### src/rtl/sort4_pkg.sv
// rtl/sort4_pkg.sv - shared constants and state type for the four-element sorter
package sort4_pkg;

  localparam int ELEM_W = 3;
  localparam int N_ELEM = 4;
  localparam int VEC_W  = ELEM_W * N_ELEM;

  localparam int OFF_V0 = 0;
  localparam int OFF_V1 = 3;
  localparam int OFF_V2 = 6;
  localparam int OFF_V3 = 9;

  typedef enum logic [1:0] {
    IDLE,
    CMP,
    DONE
  } state_e;

endpackage

### src/rtl/bit3_comparator.sv
// rtl/bit3_comparator.sv - combinational magnitude comparator for two 3-bit unsigned values
module bit3_comparator (
  input  logic [2:0] a,
  input  logic [2:0] b,
  output logic       gt,
  output logic       eq,
  output logic       lt
);

  assign gt = (a > b);
  assign eq = (a == b);
  assign lt = (a < b);

endmodule

### src/rtl/sort4_ctrl.sv
// rtl/sort4_ctrl.sv - bubble-sort sequencer for four 3-bit values sharing one comparator
module sort4_ctrl
  import sort4_pkg::*;
(
  input  logic             clk,
  input  logic             rst,
  input  logic             start,
  input  logic [VEC_W-1:0] din,
  output logic             busy,
  output logic             done,
  output logic [VEC_W-1:0] dout,
  output logic [2:0]       swaps
);

  state_e              state_q, state_d;
  logic [ELEM_W-1:0]   r_q [N_ELEM];
  logic [ELEM_W-1:0]   r_d [N_ELEM];
  logic [1:0]          i_q, i_d;
  logic [1:0]          plen_q, plen_d;
  logic                sw_q, sw_d;
  logic [2:0]          cnt_q, cnt_d;
  logic [VEC_W-1:0]    dout_q, dout_d;
  logic [2:0]          swaps_q, swaps_d;
  logic                done_q, done_d;

  logic [ELEM_W-1:0]   cmp_a, cmp_b;
  logic                cmp_gt, cmp_eq, cmp_lt;
  logic                do_swap;
  logic                pass_sw;
  logic [1:0]          i_nxt;

  assign i_nxt = i_q + 2'd1;
  assign cmp_a = r_q[i_q];
  assign cmp_b = r_q[i_nxt];

  bit3_comparator u_cmp (
    .a  (cmp_a),
    .b  (cmp_b),
    .gt (cmp_gt),
    .eq (cmp_eq),
    .lt (cmp_lt)
  );

  // Only a strict greater-than swaps, which keeps equal values in order.
  assign do_swap = cmp_gt && !(cmp_eq || cmp_lt);
  assign pass_sw = sw_q || do_swap;

  always_comb begin
    state_d = state_q;
    r_d     = r_q;
    i_d     = i_q;
    plen_d  = plen_q;
    sw_d    = sw_q;
    cnt_d   = cnt_q;
    dout_d  = dout_q;
    swaps_d = swaps_q;
    done_d  = 1'b0;

    case (state_q)
      IDLE: begin
        if (start) begin
          r_d[0]  = din[OFF_V0 +: ELEM_W];
          r_d[1]  = din[OFF_V1 +: ELEM_W];
          r_d[2]  = din[OFF_V2 +: ELEM_W];
          r_d[3]  = din[OFF_V3 +: ELEM_W];
          i_d     = 2'd0;
          plen_d  = 2'd3;
          sw_d    = 1'b0;
          cnt_d   = 3'd0;
          state_d = CMP;
        end
      end

      CMP: begin
        if (do_swap) begin
          r_d[i_q]   = cmp_b;
          r_d[i_nxt] = cmp_a;
          cnt_d      = cnt_q + 3'd1;
        end
        if (i_q < (plen_q - 2'd1)) begin
          i_d  = i_nxt;
          sw_d = pass_sw;
        end else if ((plen_q == 2'd1) || !pass_sw) begin
          sw_d    = pass_sw;
          state_d = DONE;
        end else begin
          plen_d = plen_q - 2'd1;
          i_d    = 2'd0;
          sw_d   = 1'b0;
        end
      end

      DONE: begin
        dout_d[OFF_V0 +: ELEM_W] = r_q[0];
        dout_d[OFF_V1 +: ELEM_W] = r_q[1];
        dout_d[OFF_V2 +: ELEM_W] = r_q[2];
        dout_d[OFF_V3 +: ELEM_W] = r_q[3];
        swaps_d = cnt_q;
        done_d  = 1'b1;
        state_d = IDLE;
      end

      default: state_d = IDLE;
    endcase
  end

  always_ff @(posedge clk) begin
    if (rst) begin
      state_q <= IDLE;
      for (int k = 0; k < N_ELEM; k++) r_q[k] <= '0;
      i_q     <= 2'd0;
      plen_q  <= 2'd3;
      sw_q    <= 1'b0;
      cnt_q   <= 3'd0;
      dout_q  <= '0;
      swaps_q <= 3'd0;
      done_q  <= 1'b0;
    end else begin
      state_q <= state_d;
      r_q     <= r_d;
      i_q     <= i_d;
      plen_q  <= plen_d;
      sw_q    <= sw_d;
      cnt_q   <= cnt_d;
      dout_q  <= dout_d;
      swaps_q <= swaps_d;
      done_q  <= done_d;
    end
  end

  assign busy  = (state_q == CMP);
  assign done  = done_q;
  assign dout  = dout_q;
  assign swaps = swaps_q;

endmodule
### config.mk
export PLATFORM = sky130hd
export DESIGN_NAME = sort4_ctrl
export DESIGN_NICKNAME = d
export VERILOG_FILES = /design/src/rtl/sort4_pkg.sv /design/src/rtl/bit3_comparator.sv /design/src/rtl/sort4_ctrl.sv
export SDC_FILE = /design/constraint.sdc
export NUM_CORES = 1
export LEC_CHECK = 0
export ABC_AREA = 1
export CAP_MARGIN = 20
export CORE_ASPECT_RATIO = 0.9
export CORE_UTILIZATION = 59
export CTS_BUF_LIST = sky130_fd_sc_hd__clkbuf_16
export CTS_CLUSTER_SIZE = 16
export DETAILED_ROUTE_END_ITERATION = 10
export PLACE_DENSITY = 0.9
export SETUP_SLACK_MARGIN = 0.3
export SLEW_MARGIN = 20
export SYNTH_ARGS = -nofsm -noshare
export SYNTH_HDL_FRONTEND = slang
export SYNTH_HIERARCHICAL = 1
export SYNTH_SLANG_ARGS = --single-unit
### constraint.sdc
create_clock -name clk -period 8.6 [get_ports clk]
set_input_delay 2.15 -clock clk [delete_from_list [all_inputs] [get_ports clk]]
set_output_delay 2.15 -clock clk [all_outputs]
set_load 0.05 [all_outputs]
==> reports/qor.yml <==
outcome: "finished, final reports clean"
routabilityCongestion: 0.9212
initial_core_util_pct: 62.93
post_cts_buffers: 0
vias: 2365
ir_drop_uv: 296.7
yosysWarnings: 6
cp_max_fo: 36
reg2reg_slack_ps: 5010
fin_crit_ps: 4153
io_pins: 32
placed_cell_area_um2: 2679
synthFlopType: "dfxtp_1"
worst_slew_pin_slew_ps: 863.3
hold_viol: 0
dp_cells: 414
worstSetupEndpointType: "output pin"
final_nets: 403
wirelength_um: 6018
core_um2: 3784
dr.pass1.iters: 5
slew_headroom_pct: 42.38
max_freq_ghz: 0.2408
gr-total-overflow: 0
rsz0062_at_grt: "no"
grt_pass1_vias: 2287
clock_path_buffers: 2
io_buffers: 31
holdWs_ps: 485.6
grt_pass1_wl_um: 9839
gr-usage-met2_pct: 52.18
postRouteAntennaNets: 0
grt.total_usage_pct: 30.27
worstPathRequired_ps: 6450
ctsResizeCount: 0
synth_edf_count: 0
startpoint: "state_q[0]"
hold_depth: 2
yosysTopAreaCell: "dfxtp_1"
htree_levels: 2
clkLatencyLatePin_ps: 280
finClkSkew_ps: 3.858
first_iter_violations: 244
synth.avg_cell_area_um2: 6.862
hpwl_um: 4138
synth.area.top_cells: "dfxtp_1 (32%), nand2_1 (12%), nand3_1 (11%)"
yosysSeqAreaShare_pct: 31.95
placementRows: 21
die_w_um: 68.97
cts_tree: "yes"
met3_usage_pct: 8.640
antenna_found_initial: 0
fin_ws_ps: 4447
syn_nets: 375
instances_no_fill: 422
pre_cts_ws_ps: 4743
viasPerCell: 5.604
fin_crit_sh_pct: 48.29
die_h_um: 62.27
crit_type: "reg2out"
tns_ps: 0
synth-seq-cells: 38
fin_area_um2: 2868
ys_types: 30
synth_top_area_share_pct: 31.95
reg2reg_to: "plen_q[0]"
startpoint_type: "flip-flop"
layout-drive-gt1-share_pct: 12.23
root_buffer: "clkbuf_16"
crit_arrival_ps: 2000
critPathCapture: "busy"
pwr_density_cell_nw_per_um2: 448.5
n_antenna_cell: 0
grt.busiest_layer: "met2"
clk_pin_slew_ps: 60
grt_max_degree: 37
rr_worst_depth: 18
grt_use_met1_pct: 33.52
synthToLayoutAreaGrowth_pct: 20.44
slew_violations: 0
p_leak_nw: 1.285
syn_area_um2: 2381
maxCapViolCount: 0
layout.cells.most_common: "nand2_1"
final_cell_mix: "nand2_1 (79), nand3_1 (52), dfxtp_1 (38), inv_1 (37), a21oi_1 (35)"
dieArea_um2: 4294
syn_inst: 347
avgRoutedWirePerCell_um: 14.26
async_reset_ff_share_pct: 0
setup_viol: 0
hp-class: "reg2reg"
clock_sinks: 38
postCtsHoldBufs: 0
r2r-start: "i_q[0]"
drcViolationCount: 0
numCtsBuffers: 5
## cell usage after synthesis, types with 2 or more instances
| cell | n |
|---|---|
| nand2_1 | 79 |
| nand3_1 | 52 |
| dfxtp_1 | 38 |
| inv_1 | 37 |
| a21oi_1 | 35 |
| o21ai_0 | 19 |
| nor2_1 | 14 |
| ha_1 | 13 |
| or2_2 | 9 |
| inv_2 | 8 |
| nor2_2 | 6 |
| and2_1 | 4 |
| buf_2 | 4 |
| nand2_4 | 4 |
| buf_6 | 3 |
| or2_1 | 3 |
| and2_2 | 2 |
| buf_4 | 2 |
| nand2_2 | 2 |
| nand3_2 | 2 |
| nand3b_1 | 2 |
## worst max-delay path, cell delays in order, from the launching register on
cell             delay [ps]
dfxtp_1                 380
inv_2                    80
nor2_8                  370
clkdlybuf4s50_1         890
## how the worst min path moves through the flow
| stage | start | endpoint | slack [ps] |
|---|---|---|---|
| 2_1_floorplan | plen_q[1] | plen_q[1] | 440 |
| 3_3_place_gp | plen_q[1] | plen_q[1] | 460 |
| 3_5_place_dp | plen_q[1] | plen_q[1] | 480 |
| 4_1_cts | plen_q[1] | plen_q[1] | 490 |
| 5_1_grt | plen_q[1] | plen_q[1] | 510 |
| 6_report | plen_q[1] | plen_q[1] | 490 |
## state kept, by name, summed over array words and instances, names as in the netlist
name,count
cnt_q,3
swaps,3
sw_q,1
i_q,2
r_q,12
state_q,2
dout,12
plen_q,2
done,1
## final cells by class
class                           count  area [µm²]
Inverter                           46       175.2
Timing Repair Buffer               32       317.8
Tap cell                           46       57.56
Fill cell                         299       915.9
Clock buffer                        5       125.1
Multi-Input combinational cell    252        1368
Clock inverter                      3       63.81
Sequential cell                    38       760.7
## logic make-up (layout without fill, tap and decap cells)
group	after synthesis	count (layout)	synth area share, %
buf+inv	57	86	10.61
simple gates	184	184	39.04
fa+ha+maj	13	13	6.831
flops	38	38	31.95
compound gates	55	55	11.56
## layer usage
| metal | part of all wire (%) | vias to the layer above |
|---|---|---|
| met4 | 2.7 | 0 |
| met2 | 51 | 96 |
| met1 | 41 | 1078 |
| met3 | 5.0 | 22 |
| li1 | - | 1169 |
| met5 | 0 | - |
## power by group
| part | total [mW] | internal [mW] | switching, mW |
|---|---|---|---|
| combinational | 0.759 | 0.254 | 0.505 |
| clock | 0.235 | 0.165 | 0.0703 |
| sequential | 0.292 | 0.236 | 0.0561 |
| total | 1.29 | 0.655 | 0.632 |
## through the flow
step / power [mW] / utilization [%]
6_report: 1.286 / 75.79
5_1_grt: 1.390 / 75.79
4_1_cts: 1.280 / 75.79
3_5_place_dp: 1.037 / 70.80
3_3_place_gp: 1.016 / 70.80
2_1_floorplan: 0.8878 / -
Power figures use the tool's default switching activity.
